===== src/rtl/syn_exec_controller.sv =====
// Run/step/breakpoint sequencer gating the single-cycle core's enable,
// with saturating execution statistics for the display path.
module syn_exec_controller #(
   parameter int CntWidth = 32
) (
   input  logic                clk,
   input  logic                rst_n,
   input  logic                run_req,
   input  logic                step_req,
   input  logic                bp_en,
   input  logic [31:0]         bp_addr,
   input  logic [31:0]         pc_dbg,
   input  logic                halt,
   input  logic                jumped,
   input  logic                is_branch,
   input  logic                branched,
   output logic                cpu_en,
   output logic [1:0]          state,
   output logic                bp_hit,
   output logic [CntWidth-1:0] inst_cnt,
   output logic [CntWidth-1:0] jump_cnt,
   output logic [CntWidth-1:0] branch_cnt,
   output logic [CntWidth-1:0] taken_cnt
);

   typedef enum logic [1:0] {
      IDLE   = 2'd0,
      RUN    = 2'd1,
      STEP   = 2'd2,
      HALTED = 2'd3
   } state_t;

   state_t state_q;
   logic   step_q;
   logic   bp_skip;
   logic   step_rise;
   logic   bp_match;

   function automatic logic [CntWidth-1:0] sat_inc(input logic [CntWidth-1:0] cnt,
                                                   input logic inc);
      if (inc && (cnt != {CntWidth{1'b1}}))
         return cnt + CntWidth'(1);
      return cnt;
   endfunction

   assign state     = state_q;
   assign step_rise = step_req & ~step_q;
   // bp_skip masks the match so a run can resume from the breakpoint address.
   assign bp_match  = bp_en & (pc_dbg == bp_addr) & ~bp_skip;

   // Combinational so run_req drop, halt and breakpoint all gate this same cycle.
   always_comb begin
      cpu_en = 1'b0;
      case (state_q)
         STEP:    cpu_en = ~halt;
         RUN:     cpu_en = run_req & ~halt & ~bp_match;
         default: cpu_en = 1'b0;
      endcase
   end

   always_ff @(posedge clk or negedge rst_n) begin
      if (!rst_n) begin
         state_q    <= IDLE;
         step_q     <= 1'b0;
         bp_skip    <= 1'b0;
         bp_hit     <= 1'b0;
         inst_cnt   <= '0;
         jump_cnt   <= '0;
         branch_cnt <= '0;
         taken_cnt  <= '0;
      end else begin
         step_q <= step_req;

         if (cpu_en) begin
            inst_cnt   <= sat_inc(inst_cnt, 1'b1);
            jump_cnt   <= sat_inc(jump_cnt, jumped);
            branch_cnt <= sat_inc(branch_cnt, is_branch);
            taken_cnt  <= sat_inc(taken_cnt, branched);
            bp_skip    <= 1'b0;
            bp_hit     <= 1'b0;
         end

         case (state_q)
            IDLE: begin
               if (halt) begin
                  state_q <= HALTED;
               end else if (step_rise) begin
                  state_q <= STEP;
               end else if (run_req) begin
                  state_q <= RUN;
                  bp_skip <= 1'b1;
               end
            end
            STEP: state_q <= IDLE;
            RUN: begin
               if (halt) begin
                  state_q <= HALTED;
               end else if (bp_match) begin
                  state_q <= IDLE;
                  bp_hit  <= 1'b1;
               end else if (!run_req) begin
                  state_q <= IDLE;
               end
            end
            HALTED:  state_q <= HALTED;
            default: state_q <= IDLE;
         endcase
      end
   end

endmodule


===== config.mk =====
export PLATFORM = sky130hd
export DESIGN_NAME = syn_exec_controller
export DESIGN_NICKNAME = d
export VERILOG_FILES = /design/src/rtl/syn_exec_controller.sv
export SDC_FILE = /design/constraint.sdc
export NUM_CORES = 1
export LEC_CHECK = 0
export CORE_MARGIN = 2
export CORE_UTILIZATION = 46
export DETAILED_ROUTE_END_ITERATION = 10
export DONT_BUFFER_PORTS = 1
export PLACE_DENSITY_LB_ADDON = 0.25
export SLEW_MARGIN = 15
export SYNTH_ARGS = -nofsm -noshare
export SYNTH_HDL_FRONTEND = slang
export SYNTH_SLANG_ARGS = --single-unit
export TNS_END_PERCENT = 50

===== constraint.sdc =====
create_clock -name clk -period 2.35 [get_ports clk]
set_input_delay 0.47 -clock clk [delete_from_list [all_inputs] [get_ports clk]]
set_output_delay 0.47 -clock clk [all_outputs]
set_load 0.02 [all_outputs]

# == Word level (Yosys, flattened, before mapping) ==
# Index checks and enable logic that the tools add are counted.
# classes
n_addsub,4
n_eq_ne,10
mux,29
bitwise,9
n_reduce_logical,9
# ops
cell,count
$add A32 B1 Y32 const B,4
$mux W32,4
$ne A32 B32 Y1 const B,4
$eq A32 B32 Y1,1
$mux W1,17
$mux W2,6
$reduce_and A2 Y1,5
$ne A4 B4 Y1 const B,2
$pmux W2 S4,1
$and A1 B1 Y1,5
$eq A2 B2 Y1 const B,2
$not A1 Y1,4
$logic_and A1 B1 Y1,3
$eq A2 B1 Y1 const B,1
$logic_not A2 Y1,1
$pmux W1 S2,1
# word_totals
ff_bits,133
input_bits,73
out_inout_bits,132
elab_cells,69

# == Logic depth before layout (Yosys ltp) ==
# Gate-level depths: netlist of run 1.
# depth
depth_word,11
ltp_mapped,10
ltp_nobuf,9

# == Least setup slack after synthesis of run 1 ==
# No wires, ideal clock.
# synth_timing
path_type,register -> register
startpoint,"reg state_q[0], in the netlist state[0]"
endpoint,reg branch_cnt[11]
setup_time_ps,80
arrival_time_ps,2291
t_required_ps,2270
slack_ps,-21
stages_incl_launch_ff,10
n_path_buf,1
period_less_slack_ps,2371
cell_sequence,dfrtp_1 > inv_1 > ha_1 > nor3b_1 > nand2_1 > a41oi_2 > nand2_1 > buf_4 > nor3_1 > xor2_1
# synth_via
elab_chain_len,3
word_cells_on_any_way,4
cone_classes,eq/ne (2); mux (1); reduce/logical (1)
# synth_lines
element,line,source
start: declaration,33,state_t state_q;
start signal: assignment,63,state_q <= IDLE;
start signal: assignment,86,state_q <= HALTED;
start signal: assignment,88,state_q <= STEP;
$eq A2 B1 Y1 / $eq A2 B2 Y1 (equally long branches),54,case (state_q)
$pmux W1 S2 *,54,
$reduce_and A2 Y1 (no source line) *,--,
end signal: assignment,77,"branch_cnt <= sat_inc(branch_cnt, is_branch);"
end: declaration,22,"output logic [CntWidth-1:0] branch_cnt,"
# Mark *: on every way between the ends. The rest lies on a longest branch, timed or not.
# A chain may end at the register's enable or synchronous reset.

# == Final worst setup path of run 1 ==
# layout_timing
startpoint,"reg state_q[1], in the netlist state[1]"
endpoint,out cpu_en
# layout_via
elab_chain_len,2
word_cells_on_any_way,3
cone_classes,eq/ne (2); mux (1)
# layout_lines
element,line,source
$eq A2 B1 Y1 / $eq A2 B2 Y1 (equally long branches),54,
$pmux W1 S2 *,54,
end: declaration,17,"output logic cpu_en,"
# Marked as above.

==> results of run 1 <==
power groups by stage:
stage                     Clock (mW)  Sequential, mW  Combinational (mW)
after floorplan                    0            2.73               0.566
after global placement             0            2.54                1.07
after detailed placement           0            2.55                1.11
after CTS                       3.01            2.51                1.11
after global routing            3.10            2.53                1.23
final                           2.96            2.51                1.11
cell usage in the layout, fill, tap and decap left out, types with 3 or more instances in the layout:
cell type,netlist,layout
sky130_fd_sc_hd__nor3_1,28,27
sky130_fd_sc_hd__and2_1,6,6
sky130_fd_sc_hd__dfrtp_1,133,133
sky130_fd_sc_hd__nor3_2,2,3
sky130_fd_sc_hd__nand4_2,4,4
sky130_fd_sc_hd__nor2_1,30,30
sky130_fd_sc_hd__inv_1,13,12
sky130_fd_sc_hd__clkbuf_8,0,3
sky130_fd_sc_hd__bufinv_16,0,5
sky130_fd_sc_hd__ha_1,9,8
sky130_fd_sc_hd__o21ai_0,3,3
sky130_fd_sc_hd__nor4_2,2,7
sky130_fd_sc_hd__xnor2_1,97,97
sky130_fd_sc_hd__and3_1,19,19
sky130_fd_sc_hd__buf_4,4,105
sky130_fd_sc_hd__nand2b_1,3,3
sky130_fd_sc_hd__nand3_2,6,6
sky130_fd_sc_hd__and4_1,4,4
sky130_fd_sc_hd__nor4_1,25,20
sky130_fd_sc_hd__clkinv_2,0,3
sky130_fd_sc_hd__xor2_1,58,58
sky130_fd_sc_hd__nand2_1,70,70
sky130_fd_sc_hd__clkbuf_16,0,17
sky130_fd_sc_hd__nand4_1,50,50
sky130_fd_sc_hd__nand3_1,45,45
flip-flops by register name (all words and copies together) (netlist names):
signal / flops
state: 2
bp_hit: 1
jump_cnt: 32
taken_cnt: 32
inst_cnt: 32
step_q: 1
branch_cnt: 32
bp_skip: 1
worst max-delay path, stage by stage, from the launching register on:
cell	delay, ns
sky130_fd_sc_hd__dfrtp_1	0.37
sky130_fd_sc_hd__buf_4	0.17
sky130_fd_sc_hd__ha_1	0.20
sky130_fd_sc_hd__nand2_1	0.07
sky130_fd_sc_hd__nand4b_1	0.10
sky130_fd_sc_hd__buf_4	0.21
sky130_fd_sc_hd__nand2_1	0.13
sky130_fd_sc_hd__inv_2	0.09
logic make-up after synthesis:
logic type | count (synthesis) | synth area share (%)
AOI/OAI and AO/OA | 11 | 1.28
xor gates and xnor gates | 155 | 19.9
adders and majority gates | 9 | 1.65
buffers and inverters | 31 | 2.50
DFF | 133 | 48.8
muxes | 1 | 0.165
and+or+nand+nor | 310 | 25.7
per-stage QoR:
stage	std cells	TNS (ns)	util (%)	hold slack, ns	power, mW
final	955	0	58.2	-0.252	6.58
after global routing	955	-0.0208	58.2	-0.276	6.86
after CTS	955	0	58.0	-0.271	6.63
after detailed placement	923	0	53.4	0.180	3.66
after global placement	923	0	53.4	0.178	3.62
after floorplan	650	0	-	0.174	3.29
final cells by class:
class                   instances  area [um2]  area share [%]
inverters                      13        48.8           0.576
clock inverters                12         198            2.34
multi-input cells             486        3370            39.8
repair buffers                107         828            9.78
flip-flops and latches        133        3330            39.3
well taps                     184         230            2.72
clock buffers                  20         467            5.51
metal layers:
metal / global-route usage [%] / up-vias / part of all wire [%]
li1: - / 2486 / -
met1: 26.8 / 2607 / 40
met2: 35.6 / 168 / 50
met3: 8.37 / 20 / 8.0
met4: 7.69 / 0 / 1.3
met5: 0 / - / 0
timing repair:
item / in CTS / in global routing
setup endpoints to repair: 1 / 8
resized for setup: 1 / 8
hold endpoints to repair: 133 / 133
pin swaps: 1 / 2
path summary, 6_finish.rpt:
| path | from | to | slack [ns] | cells after the start |
|---|---|---|---|---|
| max | state[1] | cpu_en | 0.12 | 7 |
| min | rst_n | inst_cnt[26] | -0.25 | 0 |
| max reg2reg | jump_cnt[0] | jump_cnt[23] | 0.13 | 9 |
| min reg2reg | bp_skip | bp_skip | 0.49 | 2 |
| max in group asynchronous | rst_n | inst_cnt[1] | 2.32 | 0 |
| min in group clk | step_req | step_q | 0.08 | 0 |
==> impl_summary.md, run 1 <==
Run status
The run finished, with violations left. The checks that failed: hold timing.

Clocking
Clock-pin slew was measured on the worst setup and hold paths at 0.06 ns. The number of clock buffers added by TritonCTS is 17. The CTS tree is yes. The later pin in the worst-skew pair is clocked with a latency of 0.41 ns. CTS saw 133 sinks. The H-tree was split into 4 levels. The clock root buffer is sky130_fd_sc_hd__clkbuf_16. The post-CTS repair timing setup buffer count is 0.

The maximum buffer depth of the clock tree is 2.

Die
From left edge to right edge, the die measures 126 um. In this run the count of I/O pins placed on the die edge is 205. The die is 126 um tall.

The floorplan has 44 rows. In this run the standard cell core region covers 0.0145 mm2. The initial core utilization is 46.9%. The floorplan step defined a die boundary enclosing 0.0158 mm2.

Cells and area
From synthesis to final layout, the design area changed by 24.2%. The net count reported at finish is 840. The total of fill cells in the finished design is 1243.

In the final layout, the share of cells above drive strength 1 is 22.7%. The number of diodes added for antenna fixing is 0. The final non-filler cell area is 0.00847 mm2.

Synth
After synthesis, the mean cell area works out to 10.5 um2. The Yosys step of the flow raised 0 warnings. In the post-synthesis netlist, the biggest area contributors are sky130_fd_sc_hd__dfrtp_1, sky130_fd_sc_hd__xnor2_1, sky130_fd_sc_hd__xor2_1. The dominant cell by count in the synthesized netlist is sky130_fd_sc_hd__dfrtp_1. The synthesized netlist net count is 732.

Counting distinct cell types in the post-synthesis netlist gives 47. The share of synthesized area occupied by flip-flops and latches is 48.8%. The flip-flop and latch count after synthesis is 133.

The top cell type by area accounts for 48.8% of the synthesized area. The cell area that synthesis handed to floorplanning was 0.00682 mm2. The main flop type after synthesis is sky130_fd_sc_hd__dfrtp_1. The cell type contributing the most total cell area after synthesis is sky130_fd_sc_hd__dfrtp_1.

The synthesized design contains 0 enable-type register cells. For this run, asynchronously set or reset flops after synthesis account for 100%. In the synthesized netlist, the number of instances is 650. After synthesis, the most frequently instantiated cells are sky130_fd_sc_hd__dfrtp_1, sky130_fd_sc_hd__xnor2_1, sky130_fd_sc_hd__nand2_1, sky130_fd_sc_hd__xor2_1, sky130_fd_sc_hd__nand4_1.

STA
The final number of hold-violating endpoints came to 133. The post-route fraction of the period consumed by the critical path is 94.8%. The worst path needs 2.23 ns of the cycle, external delays included. The minimum setup slack in the final design is 0.122 ns.

The number of max-slew violations in the final report is 0. The pin slew with the least headroom to its limit is 0.513 ns. The highest attainable clock frequency is 449 MHz. The worst clock skew is 0.00736 ns. The max-slew headroom at the worst pin is 65.6%. Setup violations remaining at the end of the flow were counted as 0. The worst hold margin is -0.252 ns.

Setup repair after global routing could not meet its margin everywhere.

Place
After legalization and detailed placement, the total HPWL measured 12400 um. Once placement finished, the instance area stood at 0.00776 mm2. The routability congestion estimate is 0.822. Before CTS, the worst setup slack after placement is 0.0314 ns. The total of buffers placed on input and output ports is 0.

Routing
The first TritonRoute pass finished after 4 iterations. For this block, the via count after detailed routing is 5281. The detail-routed net length per standard cell is 17.7 um. The total wire length is 16900 um. The remaining design rule violation count is 0. After detailed routing, the number of vias per cell comes to 5.53. The detail route stage leaves a number of antenna-violating nets equal to 0. The first routing iteration left 290 violations.

Power and ir drop
The switching fraction of total power is 26.5%. The combinational group share of total power is 16.9%. The clock network is responsible for 44.9% of the overall power. The worst-case vdd ir drop is 0.469 mV. The static leakage is 4.01 nW. The total net switching power is 1.74 mW. The sequential share of power is 38.2%.

The power density of the placed cells is 777 mW/mm2. The internal power contribution is 4.84 mW.

Setup path
The kind of end point of the critical path is a primary output. For the worst setup path, the data arrival time is 1.76 ns. The worst setup path is launched from a register. The worst setup path is of the register to primary output kind. The largest fanout on the critical path is 14. The data required time of the worst path is 1.88 ns.

GRT
The initial antenna violation count is 0. The global-route total usage across every layer is 21.9%. After global routing the overflow that remains totals 0. The wire length of the first global-routing pass is 28000 um. The maximum number of pins on one net before global-route repair is 134. The number of global-route vias before repair is 5474.

Min path
The kind of path behind the tightest hold check is input pin to asynchronous set/reset pin.

Run
The max-capacitance violation count is 0.
(Power assumes the default switching activity.)
==> inputs of run 2 (changes only) <==
==> constraint.sdc (replaced) <==
create_clock -name clk -period 2.35 [get_ports clk]
set_input_delay 0.47 -clock clk [delete_from_list [all_inputs] [get_ports clk]]
set_output_delay 0.47 -clock clk [all_outputs]
set_load 0.05 [all_outputs]
==> impl_summary.md, run 2 (synthesis results as in run 1) <==
GRT
The total congestion overflow is 0 (unchanged). The number of global-route vias before repair came to 5871 (was 5474). The wire length of the first global-routing pass is 30100 um (was 28000 um).

The initial antenna violation count is 0 (unchanged). The global-route total usage across every layer was 23.8% (was 21.9%). The maximum number of pins on one net before global-route repair is 134 (unchanged).

Die
The vertical die dimension came to 126 um (unchanged). The overall die width is 126 um (unchanged). The initial core utilization is 46.9% (unchanged). The area of the core is 0.0145 mm2 (unchanged). The number of placement rows is 44 (unchanged). The I/O pin count is 205 (unchanged). The area enclosed by the die boundary is 0.0158 mm2 (unchanged).

Routing
The antenna violation net count after detailed routing is 0 (unchanged). The remaining design rule violation count came to 0 (unchanged). The detail-routed net length per standard cell is 18.4 um (was 17.7 um). The total wire length is 18300 um (was 16900 um). The detailed-route vias per instance is 5.56 (was 5.53). The DRC marker count from the first detailed-route iteration is 445 (was 290).

The post-route met1 wirelength came to 7070 um (was 6810 um). The count of TritonRoute iterations in the first routing pass is 5 (was 4). The amount of wire on met3 after detailed routing is 1440 um (was 1360 um). The met2 wirelength from detailed routing came to 9260 um (was 8530 um). The routed via count is 5553 (was 5281). The uppermost metal layer occupied by signal nets is met4 (unchanged).

Power and ir drop
The worst-case vdd ir drop is 0.497 mV (was 0.469 mV). The combinational group share of total power is 22.6% (was 16.9%). The internal power contribution is 4.65 mW (was 4.84 mW). The static leakage came to 4.22 nW (was 4.01 nW). The total net switching power is 2.13 mW (was 1.74 mW). The share of power burned in the clock network is 40.2% (was 44.9%).

The sequential share of power is 37.2% (was 38.2%). The switching fraction of total power was 31.4% (was 26.5%). The power density of the placed cells came to 765 mW/mm2 (was 777 mW/mm2). The overall power of the completed layout was 6.78 mW (was 6.58 mW).

Clocking
The clock insertion delay at the later pin of the skew report was 0.42 ns (was 0.41 ns). The count of clock tree sinks is 133 (unchanged). The clock root buffer was sky130_fd_sc_hd__clkbuf_16 (unchanged). The CTS tree is yes (unchanged). The maximum buffer depth of the clock tree is 2 (unchanged). The TritonCTS buffer count came to 17 (unchanged). The CTS clock-pin slew for the worst setup and hold paths is 0.06 ns (about the same). The number of H-tree levels is 4 (unchanged).

Run status
Violated checks: hold timing, setup timing (was hold timing). Outcome: complete, but fails checks (unchanged).

Place
The setup slack after placement came to -0.0300 ns (was 0.0314 ns). The total of buffers placed on input and output ports was 0 (unchanged). The routability congestion estimate is 0.868 (was 0.822).

The half-perimeter wire length after detailed placement was 13600 um (was 12400 um). The placed cell count is 962 (was 923).

Run
The max-capacitance violation count is 0 (unchanged).

Setup path
The kind of launch point of the worst setup path is a register (unchanged). The largest fanout on the critical path came to 2 (was 14). The data required time of the worst path is 1.88 ns (about the same). The kind of end point of the critical path is a primary output (unchanged). The endpoint arrival time on the critical path is 1.89 ns (was 1.76 ns). The path type of the worst setup path is register to primary output (unchanged).

The worst setup path startpoint is bp_skip (was state[1]). The critical register-to-register path startpoint is state[0] (was jump_cnt[0]). The slack of the worst reg-to-reg path was 0.14 ns (was 0.13 ns).

Min path
The kind of path behind the tightest hold check is input pin to asynchronous set/reset pin (unchanged).

Cells and area
The most common library cell in the layout ignoring fill and taps is sky130_fd_sc_hd__buf_4 (was sky130_fd_sc_hd__dfrtp_1). The fraction of layout cells with a size suffix above 1 is 30.2% (was 22.7%). The growth of design area from synthesis to finish was 30.0% (was 24.2%). The number of diodes added for antenna fixing is 0 (unchanged).

The post-route non-filler standard cell count came to 998 (was 955). Leading cell types in the layout, fill and taps excluded: sky130_fd_sc_hd__buf_4, sky130_fd_sc_hd__dfrtp_1, sky130_fd_sc_hd__xnor2_1, sky130_fd_sc_hd__nand2_1, sky130_fd_sc_hd__xor2_1 (was sky130_fd_sc_hd__dfrtp_1, sky130_fd_sc_hd__buf_4, sky130_fd_sc_hd__xnor2_1, sky130_fd_sc_hd__nand2_1, sky130_fd_sc_hd__xor2_1). The final design utilization is 61.0% (was 58.2%). The total of fill cells in the finished design is 1191 (was 1243). The net count reported at finish was 883 (was 840).

STA
The worst hold margin is -0.263 ns (was -0.252 ns). The final number of hold-violating endpoints is 133 (unchanged). The post-route fraction of the period consumed by the critical path is 100% (was 94.8%). The number of max-slew violations in the final report was 0 (unchanged). The pin slew with the least headroom to its limit was 0.587 ns (was 0.513 ns). The max-slew headroom at the worst pin is 60.9% (was 65.6%). The final number of setup-violating endpoints came to 1 (was 0).

The worst clock skew is 0.00786 ns (was 0.00736 ns). The minimum setup slack in the final design was -0.0115 ns (was 0.122 ns). RSZ-0062 raised after global routing: true (unchanged). The highest attainable clock frequency is 423 MHz (was 449 MHz). The post-route minimum period came to 2.36 ns (was 2.23 ns).
## run 2: worst paths after layout
path | endpoint | cells past startpoint
setup / recovery | cpu_en | 8
hold / removal | inst_cnt[24] | 0
setup reg to reg | branch_cnt[10] | 11
hold reg to reg | branch_cnt[0] | 1
max in group asynchronous | taken_cnt[20] | 0
min in group clk | step_q | 0
## run 2: through the flow
stage          hold slack (ns)  setup TNS [ns]  area [um2]
2_1_floorplan            0.174               0        6860
3_3_place_gp             0.179         -0.0194        8130
3_5_place_dp             0.178         -0.0300        8130
4_1_cts                 -0.276         -0.0214        8770
5_1_grt                 -0.285          -0.202        8860
6_report                -0.263         -0.0115        8860
## run 2: routing by layer
| metal | track usage [%] | vias to the layer above |
|---|---|---|
| met5 | 0 | - |
| met4 | 10.1 | 0 |
| met3 | 8.28 | 44 |
| met2 | 41.0 | 238 |
| met1 | 27.1 | 2691 |
| li1 | - | 2580 |
## run 2: critical path, cell delays in order (launching register included)
cell and delay [ns]:
sky130_fd_sc_hd__dfrtp_1 0.40, sky130_fd_sc_hd__nand4b_1 0.22, sky130_fd_sc_hd__nor4_1 0.19, sky130_fd_sc_hd__buf_4 0.16
sky130_fd_sc_hd__nand4b_1 0.11, sky130_fd_sc_hd__buf_6 0.15, sky130_fd_sc_hd__nand2_4 0.05, sky130_fd_sc_hd__inv_2 0.04
sky130_fd_sc_hd__buf_8 0.14
## run 2: repair_timing
action                                  4_1_cts  5_1_grt
endpoints found under the setup margin        1       22
endpoints found under the hold margin       133      133
gates resized for setup                       9       12
pin swaps                                     2        1
buffers inserted                              1        3
## run 2: cell type report
cell class / count / area (um2) / share of cell area (%)
multi-input combinational: 486 / 3420 / 38.5
sequential: 133 / 3360 / 37.9
timing repair buffer: 150 / 1200 / 13.6
clock buffer: 20 / 447 / 5.04
tap: 184 / 230 / 2.60
clock inverter: 12 / 154 / 1.74
inverter: 13 / 48.8 / 0.551
## run 2: power groups by stage
stage | Clock [mW] | Combinational (mW) | Sequential, mW
6_report | 2.72 | 1.53 | 2.52
3_5_place_dp | 0 | 1.48 | 2.56
2_1_floorplan | 0 | 0.580 | 3.00
4_1_cts | 2.76 | 1.52 | 2.52
3_3_place_gp | 0 | 1.44 | 2.55
5_1_grt | 2.86 | 1.63 | 2.54
==> inputs of run 3 (changes only) <==
--- a/config.mk
+++ b/config.mk
@@ -5,7 +5,7 @@
 export SDC_FILE = /design/constraint.sdc
 export NUM_CORES = 1
 export LEC_CHECK = 0
-export CORE_MARGIN = 2
+export CORE_MARGIN = 10
 export CORE_UTILIZATION = 46
 export DETAILED_ROUTE_END_ITERATION = 10
 export DONT_BUFFER_PORTS = 1
==> impl_summary.md, run 3 (synthesis results as in run 1) <==
Clocking
The number of H-tree levels is 4 (unchanged). The count of clock tree sinks is 133 (unchanged). The TritonCTS buffer count is 17 (unchanged). The CTS clock-pin slew for the worst setup and hold paths is 0.06 ns (about the same).

The maximum buffer depth of the clock tree is 2 (unchanged). The clock root buffer is sky130_fd_sc_hd__clkbuf_16 (unchanged). The CTS tree is yes (unchanged). The clock insertion delay at the later pin of the skew report was 0.42 ns (about the same).

Routing
The antenna violation net count after detailed routing is 0 (unchanged). The detailed-route vias per instance is 5.50 (was 5.56). The routed via count is 5503 (was 5553).

The count of TritonRoute iterations in the first routing pass is 5 (unchanged). The detail-routed net length per standard cell came to 18.9 um (was 18.4 um). The DRC marker count from the first detailed-route iteration came to 362 (was 445). The remaining design rule violation count is 0 (unchanged).

The total wire length is 18900 um (was 18300 um).

Cells and area
Leading cell types in the layout, fill and taps excluded: sky130_fd_sc_hd__buf_4, sky130_fd_sc_hd__dfrtp_1, sky130_fd_sc_hd__xnor2_1, sky130_fd_sc_hd__nand2_1, sky130_fd_sc_hd__xor2_1 (unchanged). The post-route non-filler standard cell count came to 1000 (was 998). The footprint of the multi-input gates is 0.00335 mm2 (was 0.00342 mm2). The most common library cell in the layout ignoring fill and taps is sky130_fd_sc_hd__buf_4 (unchanged).

The fraction of layout cells with a size suffix above 1 is 30.0% (was 30.2%). The net count reported at finish came to 885 (was 883). The total area of sequential cells is 0.00336 mm2 (unchanged). The growth of design area from synthesis to finish is 30.1% (was 30.0%). The number of diodes added for antenna fixing came to 0 (unchanged).

The total of fill cells in the finished design is 1199 (was 1191).

Die
The number of placement rows is 44 (unchanged). The area of the core is 0.0145 mm2 (unchanged). The initial core utilization was 46.9% (unchanged). The vertical die dimension is 142 um (was 126 um). The I/O pin count is 205 (unchanged). The overall die width is 142 um (was 126 um). The area enclosed by the die boundary is 0.0201 mm2 (was 0.0158 mm2).

GRT
The peak-usage layer in the global routing report is met2 (unchanged). The wire length of the first global-routing pass is 30300 um (was 30100 um). The total congestion overflow is 0 (unchanged). The maximum number of pins on one net before global-route repair is 134 (unchanged). The global-route total usage across every layer came to 18.8% (was 23.8%).

The met1 track demand over resource in global routing came to 20.6% (was 27.1%). The initial antenna violation count came to 0 (unchanged). The met2 global-route usage is 31.1% (was 41.0%).

The number of global-route vias before repair is 5665 (was 5871). The routing usage on met3 is 8.24% (was 8.28%).

STA
The final number of setup-violating endpoints is 0 (was 1). The highest attainable clock frequency is 447 MHz (was 423 MHz). The final setup TNS was 0 ns (was -0.0115 ns). The number of max-slew violations in the final report was 0 (unchanged). The final number of hold-violating endpoints came to 133 (unchanged).

The worst hold margin is -0.255 ns (was -0.263 ns). The post-route fraction of the period consumed by the critical path is 95.2% (was 100%). The post-route minimum period is 2.24 ns (was 2.36 ns). The worst clock skew is 0.00706 ns (was 0.00786 ns).

The max-slew headroom at the worst pin was 60.3% (was 60.9%). The pin slew with the least headroom to its limit was 0.596 ns (was 0.587 ns). RSZ-0062 raised after global routing: true (unchanged).

Place
The routability congestion estimate is 0.857 (was 0.868). The total of buffers placed on input and output ports is 0 (unchanged). The half-perimeter wire length after detailed placement came to 14600 um (was 13600 um). The placed cell count is 964 (was 962).

Setup path
The slack of the worst reg-to-reg path was 0.17 ns (was 0.14 ns). The data required time of the worst path is 1.88 ns (about the same). The cell depth of the worst flop-to-flop path is 7 (was 11).

The capture instance of the worst register-to-register path is inst_cnt[27] (was branch_cnt[10]). The path type of the worst setup path is register to primary output (unchanged). The largest fanout on the critical path is 4 (was 2). The kind of end point of the critical path is a primary output (unchanged). The kind of launch point of the worst setup path is a register (unchanged). The endpoint arrival time on the critical path was 1.77 ns (was 1.89 ns).

The critical register-to-register path startpoint is inst_cnt[6] (was state[0]). The worst setup path startpoint is state[1] (was bp_skip).

Min path
The kind of path behind the tightest hold check is input pin to asynchronous set/reset pin (unchanged).

Run status
Outcome: complete, but fails checks (unchanged). Violated checks: hold timing (was hold timing, setup timing).

Power and ir drop
The power density of the placed cells came to 795 mW/mm2 (was 765 mW/mm2). The worst-case vdd ir drop is 0.592 mV (was 0.497 mV). The static leakage came to 4.22 nW (about the same).

Run
The max-capacitance violation count is 0 (unchanged).
==> run 3: cell count changes in the layout (fill, tap and decap cells not counted), sizes merged <==
cell / previous run / this run
buf: 150 / 152
inv: 14 / 13
bufinv: 3 / 5
clkinv: 5 / 2
clkinvlp: 3 / 1
clkbuf: 20 / 24
==> run 3: worst max-delay path: stages (launching register included) <==
cell	delay, ns
sky130_fd_sc_hd__dfrtp_2	0.40
sky130_fd_sc_hd__buf_4	0.14
sky130_fd_sc_hd__ha_1	0.19
sky130_fd_sc_hd__a21oi_1	0.14
sky130_fd_sc_hd__nor3b_2	0.07
sky130_fd_sc_hd__buf_6	0.13
sky130_fd_sc_hd__nand2_2	0.09
sky130_fd_sc_hd__inv_2	0.04
sky130_fd_sc_hd__buf_6	0.14
==> run 3: how the worst max path moves through the flow <==
stage	to	slack (ns)	depth (start not counted)
finish	cpu_en	0.11	8
global route	cpu_en	-0.005	8
CTS	cpu_en	0.01	8
detailed placement	inst_cnt[1]	-0.006	8
global placement	inst_cnt[1]	0.06	8
floorplan	taken_cnt[19]	0.002	9
==> run 3: report_power, final <==
group | internal, mW | switching, mW
Clock | 2.02 | 0.956
Combinational | 0.555 | 1.00
Sequential | 2.43 | 0.0896
==> run 3: routing by layer <==
layer  part of all wire [%]  vias up  wire [um]
li1                       -     2579          -
met1                     37     2685       7070
met2                     50      201       9510
met3                    9.9       38       1880
met4                    2.5        0        464
met5                      0        -          0
==> run 3: metrics by stage <==
step	instance area, um2	setup WS [ns]	utilization (%)	hold slack, ns	total power [mW]
after floorplan	6860	0.00201	-	0.174	3.58
after global placement	8130	0.0648	55.9	0.181	3.99
after detailed placement	8130	-0.00602	55.9	0.179	4.05
after CTS	8810	0.00950	60.6	-0.271	7.06
after global routing	8870	-0.00511	61.0	-0.271	7.32
final	8870	0.114	61.0	-0.255	7.05
==> run 3: area by class of cell <==
cell class / count / area share, %
clock inverter: 8 / 1.89
inverter: 13 / 0.550
clock buffer: 24 / 5.66
timing repair buffer: 152 / 13.7
multi-input combinational: 486 / 37.8
tap: 184 / 2.59
sequential: 133 / 37.9
==> run 3: timing repair <==
item / CTS / global route
pin swaps: 2 / 2
endpoints found under the hold margin: 133 / 133
setup endpoints to repair: 1 / 6
buffers inserted: 0 / 4
gates resized for setup: 3 / 7
